===== config.mk =====
export PLATFORM = sky130hd
export DESIGN_NAME = booth_mul_sched
export DESIGN_NICKNAME = d
export VERILOG_FILES = /design/src/rtl/booth_mul_sched_pkg.sv /design/src/rtl/booth_mul_sched_core.sv /design/src/rtl/booth_mul_sched.sv
export SDC_FILE = /design/constraint.sdc
export NUM_CORES = 1
export LEC_CHECK = 0
export ABC_AREA = 1
export CAP_MARGIN = 30
export CORE_UTILIZATION = 40
export CTS_CLUSTER_SIZE = 40
export DETAILED_ROUTE_END_ITERATION = 10
export PLACE_DENSITY_LB_ADDON = 0.25
export SETUP_SLACK_MARGIN = 0.4
export SYNTH_ARGS = -nofsm -noshare
export SYNTH_HDL_FRONTEND = slang
export SYNTH_SLANG_ARGS = --single-unit

===== constraint.sdc =====
create_clock -name clk -period 3.7 [get_ports clk]
set_input_delay 1.11 -clock clk [delete_from_list [all_inputs] [get_ports clk]]
set_output_delay 1.11 -clock clk [all_outputs]
set_load 0.02 [all_outputs]

===== src/rtl/booth_mul_sched_pkg.sv =====
// Shared types and helpers for the Booth multiplier scheduler.
// Holds the scheduler FSM state type and a constant clog2 helper.
package booth_mul_sched_pkg;

    typedef enum logic [1:0] {
        IDLE,
        LOAD,
        RUN,
        DONE
    } state_t;

    function automatic int clog2(input int v);
        int r;
        r = 0;
        for (int i = 0; i < 31; i++) begin
            if ((1 << i) < v) begin
                r = i + 1;
            end
        end
        return r;
    endfunction

endpackage


===== src/rtl/booth_mul_sched_core.sv =====
// Sequential radix-2 Booth multiplier core, one bit per cycle.
// The accumulator carries two guard bits so -2^(N-1) operands cannot overflow.
module booth_core
    import booth_mul_sched_pkg::*;
#(
    parameter int N = 8
) (
    input  logic           clk,
    input  logic           start,
    input  logic [N-1:0]   op1,
    input  logic [N-1:0]   op2,
    output logic           busy,
    output logic [2*N-1:0] prod
);

    localparam int CW = clog2(N + 1);

    logic [N+1:0]  acc;
    logic [N+1:0]  mcand;
    logic [N+1:0]  sum;
    logic [N-1:0]  mplr;
    logic          q1;
    logic [CW-1:0] cnt;

    // Booth recoding of the current multiplier bit pair
    always_comb begin
        sum = acc;
        unique case ({mplr[0], q1})
            2'b01:   sum = acc + mcand;
            2'b10:   sum = acc - mcand;
            default: sum = acc;
        endcase
    end

    // Load on start, then add/subtract and shift right for N steps;
    // busy drops one cycle after the last step, once the product is settled
    always_ff @(posedge clk) begin
        if (start) begin
            acc   <= '0;
            mcand <= {{2{op1[N-1]}}, op1};
            mplr  <= op2;
            q1    <= 1'b0;
            cnt   <= CW'(N);
            busy  <= 1'b1;
        end else if (busy) begin
            if (cnt != '0) begin
                acc  <= {sum[N+1], sum[N+1:1]};
                mplr <= {sum[0], mplr[N-1:1]};
                q1   <= mplr[0];
                cnt  <= cnt - 1'b1;
            end else begin
                busy <= 1'b0;
            end
        end
    end

    assign prod = {acc[N-1:0], mplr};

endmodule


===== src/rtl/booth_mul_sched.sv =====
// Round-robin scheduler sharing one sequential Booth core among NREQ requesters.
// One operation in flight: grant in IDLE, start core in LOAD, count in RUN, hold in DONE.
module booth_mul_sched
    import booth_mul_sched_pkg::*;
#(
    parameter int N    = 8,
    parameter int NREQ = 4
) (
    input  logic                     clk,
    input  logic                     rst_n,
    input  logic [NREQ-1:0]          req_valid,
    output logic [NREQ-1:0]          req_ready,
    input  logic [NREQ*N-1:0]        req_op1,
    input  logic [NREQ*N-1:0]        req_op2,
    output logic                     rsp_valid,
    input  logic                     rsp_ready,
    output logic [clog2(NREQ)-1:0]   rsp_id,
    output logic [2*N-1:0]           rsp_prod
);

    localparam int IDW = clog2(NREQ);
    localparam int CW  = clog2(N + 1);

    state_t         state;
    logic [IDW-1:0] rr_ptr;
    logic [IDW-1:0] gnt;
    logic [IDW-1:0] rr_next;
    logic           found;
    logic           accept;
    int             idx;

    logic [N-1:0]   op1;
    logic [N-1:0]   op2;
    logic [IDW-1:0] id;
    logic [CW-1:0]  cnt;
    logic           start;

    logic           core_busy;
    logic [2*N-1:0] core_prod;

    // First valid requester at or above rr_ptr, wrapping modulo NREQ
    always_comb begin
        gnt   = '0;
        found = 1'b0;
        idx   = 0;
        for (int k = 0; k < NREQ; k++) begin
            idx = int'(rr_ptr) + k;
            if (idx >= NREQ) begin
                idx = idx - NREQ;
            end
            if (!found && req_valid[idx[IDW-1:0]]) begin
                found = 1'b1;
                gnt   = idx[IDW-1:0];
            end
        end
    end

    assign req_ready = (state == IDLE && found) ? (NREQ'(1) << gnt) : '0;
    assign accept    = |(req_valid & req_ready);
    assign rr_next   = (gnt == IDW'(NREQ - 1)) ? '0 : gnt + 1'b1;

    // Scheduler FSM with registered start and response outputs
    always_ff @(posedge clk) begin
        if (!rst_n) begin
            state     <= IDLE;
            rr_ptr    <= '0;
            rsp_valid <= 1'b0;
            rsp_id    <= '0;
            rsp_prod  <= '0;
            cnt       <= '0;
            start     <= 1'b0;
            op1       <= '0;
            op2       <= '0;
            id        <= '0;
        end else begin
            unique case (state)
                IDLE: begin
                    if (accept) begin
                        op1    <= req_op1[gnt*N +: N];
                        op2    <= req_op2[gnt*N +: N];
                        id     <= gnt;
                        rr_ptr <= rr_next;
                        start  <= 1'b1;
                        state  <= LOAD;
                    end
                end
                LOAD: begin
                    start <= 1'b0;
                    cnt   <= '0;
                    state <= RUN;
                end
                RUN: begin
                    if (cnt == CW'(N)) begin
                        rsp_prod  <= core_prod;
                        rsp_id    <= id;
                        rsp_valid <= 1'b1;
                        state     <= DONE;
                    end else begin
                        cnt <= cnt + 1'b1;
                    end
                end
                DONE: begin
                    if (rsp_ready) begin
                        rsp_valid <= 1'b0;
                        state     <= IDLE;
                    end
                end
                default: state <= IDLE;
            endcase
        end
    end

    // The core must stay busy for the whole RUN phase
    assert property (@(posedge clk) disable iff (!rst_n)
        (state == RUN) |-> core_busy);

    booth_core #(
        .N(N)
    ) u_core (
        .clk  (clk),
        .start(start),
        .op1  (op1),
        .op2  (op2),
        .busy (core_busy),
        .prod (core_prod)
    );

endmodule


# ---- Yosys cells after proc, flatten, opt, wreduce, memory -nomap -nowiden
# Index checks and enable logic that the tools add are counted.
dict set report classes {
  add_sub_neg 12
  n_eq_ne 11
  n_bitwise 1
  shift 3
  magnitude_cmp 8
  reduce_logical 23
  mux 39
}
# cell n
set ops {}
lappend ops {{variable part select 32 x 6 -> 8 bit} 2}
lappend ops {{two-way mux 2 bit} 12}
lappend ops {{two-way mux 8 bit} 3}
lappend ops {{one-hot mux 10 bit (2 select lines)} 1}
lappend ops {{two-way mux 1 bit} 13}
lappend ops {{< comparator 2 x 3 -> 1 bit, second input constant} 4}
lappend ops {{AND reduction 2 bit} 6}
lappend ops {{adder 9 x 8 -> 10 bit} 1}
lappend ops {{nonzero test 2 bit} 5}
lappend ops {{subtractor 9 x 8 -> 10 bit} 1}
lappend ops {{greater-or-equal comparator 3 bit, second input constant} 3}
lappend ops {{binary-select mux 1 bit (select 2 bit)} 4}
lappend ops {{equality test 2 bit, second input constant} 4}
lappend ops {{two-way mux 4 bit} 2}
lappend ops {{!= test 2 bit, second input constant} 4}
lappend ops {{one-hot mux 2 bit (4 select lines)} 1}
lappend ops {{one-hot mux 4 bit (2 select lines)} 1}
lappend ops {{subtractor 2 x 1 -> 2 bit, second input constant} 4}
lappend ops {{adder 2 x 2 -> 3 bit, second input constant} 2}
lappend ops {{AND reduction 3 bit} 2}
lappend ops {{adder 4 x 1 -> 4 bit, second input constant} 1}
lappend ops {{AND 4 bit} 1}
lappend ops {{equality test 2 x 1 -> 1 bit, second input constant} 2}
lappend ops {{equality test 4 bit, second input constant} 1}
lappend ops {{other kinds (11)} 17}
dict set report totals {
  output_inout_bits 23
  wordCells 113
  inputBits 71
  reg_bits 77
}

# ---- Longest topological paths before layout
dict set report depth {
  depth_word 20
  mapped_depth 18
  depth_no_buf 18
}

# ---- By module
# A second synthesis with hierarchy kept.
dict set report unflattened {
  hier_cells 692
  hier_area_um2 4833.4
}
# module seq_area_each_um2 cells_per_inst area_per_inst_um2 instances
set modules_own_cells {}
lappend modules_own_cells {booth_mul_sched 920.9 442 2839.0 1}
lappend modules_own_cells {booth_core 780.7 250 1994.4 1}

# ---- Worst setup path after synthesis
# Ideal clock, no wire load.
dict set report synth_path {
  kind {input -> output}
  from {input req_valid[1]}
  to {output req_ready[3]}
  n_path_buf 1
  stages 11
  t_required_ps 2590
  arrival_ps 2512
  slack_ps 78
  cell_sequence {inv_1 > nand2_1 > nand3_1 > nand2_1 > nor2_2 > nand3_1 > nand3_2 > buf_2 > ha_1 > inv_1 > nor2_1}
}
dict set report synth_between {
  elab_chain_cells 14
  word_cells_on_any_way 25
  classes_between {shift (1); mux (17); reduce/logical (7)}
}
# item line_no
set synth_lines {}
lappend synth_lines {{start: declaration} booth_mul_sched.sv:11} ;# input logic [NREQ-1:0] req_valid,
lappend synth_lines {{binary-select mux 1 bit (select 2 bit)} booth_mul_sched.sv:51} ;# if (!found && req_valid[idx[IDW-1:0]]) begin
lappend synth_lines {{two-way mux 1 bit (not written as such)} booth_mul_sched.sv:51}
lappend synth_lines {{two-way mux 1 bit} booth_mul_sched.sv:51}
lappend synth_lines {{logical NOT 1 bit} booth_mul_sched.sv:51}
lappend synth_lines {{logical AND 1 bit} booth_mul_sched.sv:51}
lappend synth_lines {{two-way mux 1 bit} booth_mul_sched.sv:51}
lappend synth_lines {{logical NOT 1 bit} booth_mul_sched.sv:51}
lappend synth_lines {{logical AND 1 bit} booth_mul_sched.sv:51}
lappend synth_lines {{two-way mux 1 bit} booth_mul_sched.sv:51}
lappend synth_lines {{logical NOT 1 bit} booth_mul_sched.sv:51}
lappend synth_lines {{logical AND 1 bit} booth_mul_sched.sv:51}
lappend synth_lines {{two-way mux 2 bit / two-way mux 1 bit (equally long branches)} booth_mul_sched.sv:51}
lappend synth_lines {{left shift 1 x 2 -> 4 bit / logical AND 1 bit (equally long branches)} booth_mul_sched.sv:58} ;# assign req_ready = (state == IDLE && found) ? (NREQ'(1) << gnt) : '0;
lappend synth_lines {{two-way mux 4 bit *} booth_mul_sched.sv:58}
lappend synth_lines {{end: declaration} booth_mul_sched.sv:12} ;# output logic [NREQ-1:0] req_ready,
# Every way passes the cells marked *; elsewhere a longest branch is shown, timed or not. The select of a mux whose other input is x is not followed.

# ---- Worst setup path after layout
dict set report layout_path {
  from {input req_valid[3]}
  to {output req_ready[3]}
}
# Same word-level chain as after synthesis.

==> metrics.md <==
| Metric | Value |
|---|---|
| Status | complete, no violations |
| Pwr per Cell Area | 991.7 nW/um^2 |
| Clock network fraction of total power | 0.117 |
| GRT Total Usage | 0.1986 |
| Max Slew Vio Count | 0 |
| Sw power | 2.940 mW |
| Flop2flop setup slack | 0.81 ns |
| Most common cell in the netlist | nand2_1 |
| IO Count | 94 |
| Cell variety after synth | 38 |
| Cells after synthesis | 660 |
| Post-synthesis cell area | 4502 um^2 |
| Antenna cell count | 0 |
| Area after DPL | 5672 um^2 |
| Die W | 108.1 um |
| Final worst path period need | 3.433 ns |
| Combinational Power Share | 0.654 |
| Drt drc | 0 |
| Internal Power | 3.062 mW |
| CP endpoint kind | output pin |
| Final instance area | 6052 um^2 |
| Post-Syn Nets | 751 |
| CTS tree | built |
| VDD IR max | 0.6199 mV |
| Synth warnings | 0 |
| First-pass GRT wire length | 18730 um |
| Total power | 6.002 mW |
| P_leak | 2.836 nW |
| Gr ovfl total | 0 |
| Crit Path Class | in2out |
| Slew @ Worst Pin | 0.8189 ns |
| Worst-skew pair later-pin latency | 0.35 ns |
| Synth Area per Inst | 6.821 um^2 |
| Number of flops mapped to enable cells by yosys | 16 |
| Main synth FF type | dfxtp_1 |
| Final Hold Fails | 0 |
| DR iter-0 viols | 188 |
| CP max FO | 3 |
| Synth top area cells | dfxtp_1 27%, nand2_1 12%, edfxtp_1 11% |
| Drt total wl | 11030 um |
| Critical Path Start Type | input pin |
| Antenna-violating nets left | 0 |
| Initial core utilization | 0.4135 |
| Worst Hold Class | reg2reg |
| Port Buffer Count | 93 |
| Period Utilization, post-route | 0.9280 |
| Leading area contributor after synthesis | dfxtp_1 |
| Vias/cell | 4.918 |
| Core Region | 10890 um^2 |
| F_max | 291.3 MHz |
| Post-synth top cells | 144 x nand2_1, 93 x inv_1, 86 x nor2_1 |
| Area share of the largest cell type after synthesis | 0.2713 |
| Layout area overhead | 34.44% |
| Initial DRT Pass Iterations | 4 |
| Wire per inst | 12.19 um |
| Layout cell share with drive strength beyond 1 | 0.1242 |
| Hold slack | 0.4294 ns |
| Die Ht | 108.1 um |
| Hold bufs inserted after CTS | 0 |
| CP Data Arrival Time | 2.32 ns |
| Clock buffer depth | 2 |
| Part of the Yosys area used for sequential elements | 0.3780 |
| CP Data Required Time | 2.59 ns |
| Initial antenna violation count | 0 |
| Async set or reset register ratio after synthesis | 0 |
| Seq cells post-synth | 77 |
| RSZ-0062 raised after global routing | true |
| Sink Count | 77 |
| Slew Limit Headroom | 0.4533 |
| NumNets Final | 851 |
| Flop pwr share | 0.229 |
| Max-Cap Viols | 0 |
| DR vias | 4451 |
| H-tree levels | 3 |
| GP Congestion | 0.8619 |
| HPWL Detailed | 8389 um |
| Setup-failing EPs final | 0 |
| Clock Skews | 0.009073 ns |
| TritonCTS buffer count | 9 |
| Clk slew on worst S/H paths | 0.08 ns |
| Clock Tree Root | clkbuf_8 |
| Switching share of power | 0.4899 |
| Vias in the first global route | 4288 |
| Largest net degree at the start of global routing | 34 |
| DIE AREA | 11680 um^2 |
| Rows | 38 |
-- cell usage in the layout (no fill, tap or decap), drive strengths merged, types with 10 or more instances in the layout --
cell	n
a21oi	23
buf	28
clkdlybuf4s50	85
dfxtp	61
edfxtp	16
ha	19
inv	96
nand2	146
nand3	88
nor2	89
o21ai	55
xor2	10
-- layer usage --
| metal | vias up | part of all wire | GRT usage |
|---|---|---|---|
| met5 | - | 0 | 0 |
| met4 | 0 | 0.022 | 0.07632 |
| met3 | 26 | 0.046 | 0.02893 |
| met2 | 148 | 0.45 | 0.3303 |
| met1 | 1956 | 0.48 | 0.2588 |
| li1 | 2321 | - | - |
-- worst max-delay path: stages --
cell and delay, ns:
buf_6 0.10, inv_4 0.06, nand2_1 0.07, nand2_1 0.09
nand2_1 0.07, nand2_1 0.09, nand2_2 0.05, nand3_1 0.07
nand2_2 0.08, nor2_4 0.15, ha_4 0.15, inv_2 0.04
nor2_4 0.07, buf_6 0.12
-- through the flow --
step | std cells | utilization | worst slack, ns | TNS (ns)
final | 905 | 0.5558 | 0.2665 | 0
after global routing | 905 | 0.5558 | 0.1688 | 0
after CTS | 905 | 0.5494 | 0.2802 | 0
after detailed placement | 887 | 0.5209 | -0.5995 | -2.224
after global placement | 887 | 0.5209 | -0.5474 | -2.008
after floorplan | 660 | - | 0.3294 | 0
-- power by group through the flow --
stage               sequential, mW  clock [mW]  combinational [mW]
detailed placement            1.39           0                3.71
global route                  1.41       0.749                4.46
global placement              1.38           0                3.59
CTS                           1.37       0.715                3.87
floorplan                     1.32           0                2.91
finish                        1.38       0.700                3.93
-- flip-flops by register name, indices dropped and copies added, names as in the netlist --
signal,count
rr_ptr,2
u_core.acc,9
cnt,4
op2,8
rsp_valid,1
u_core.q1,1
id,2
op1,8
start,1
u_core.mplr,8
u_core.busy,1
rsp_id,2
state,2
u_core.cnt,4
u_core.mcand,8
rsp_prod,16
-- repair_timing --
action,in CTS,in global routing
setup buffers,2,0
endpoints found under the hold margin,0,0
resized for setup,71,17
setup endpoints to repair,4,4
pin swaps,16,12
-- cells by family (layout without fill, tap and decap cells) --
group | Yosys count | count (layout) | share of synthesized area
AND/OR/NAND/NOR | 337 | 337 | 0.3227
buffers and inverters | 121 | 226 | 0.1073
AO/OA/AOI/OAI | 91 | 91 | 0.1076
flip-flops | 77 | 77 | 0.3780
adder cells (fa/ha/maj) | 20 | 20 | 0.05725
XOR/XNOR | 14 | 14 | 0.02724
-- path summary, 6_finish.rpt --
path	start	end	cells after the start
setup / recovery	req_valid[3]	req_ready[3]	14
setup reg to reg	u_core.mcand[0]	u_core.acc[8]	18
hold / removal	op1[6]	u_core.mcand[6]	0
hold reg to reg	op1[6]	u_core.mcand[6]	0
-- area by class of cell --
type | count | area (um^2)
flip-flops and latches | 77 | 1702
repair buffers | 113 | 1099
well taps | 140 | 175.2
clock inverters | 7 | 100.1
multi-input cells | 462 | 2479
inverters | 97 | 374.1
fillers | 1015 | 4836
clock buffers | 9 | 123.9
Power figures use the tool's default switching activity.
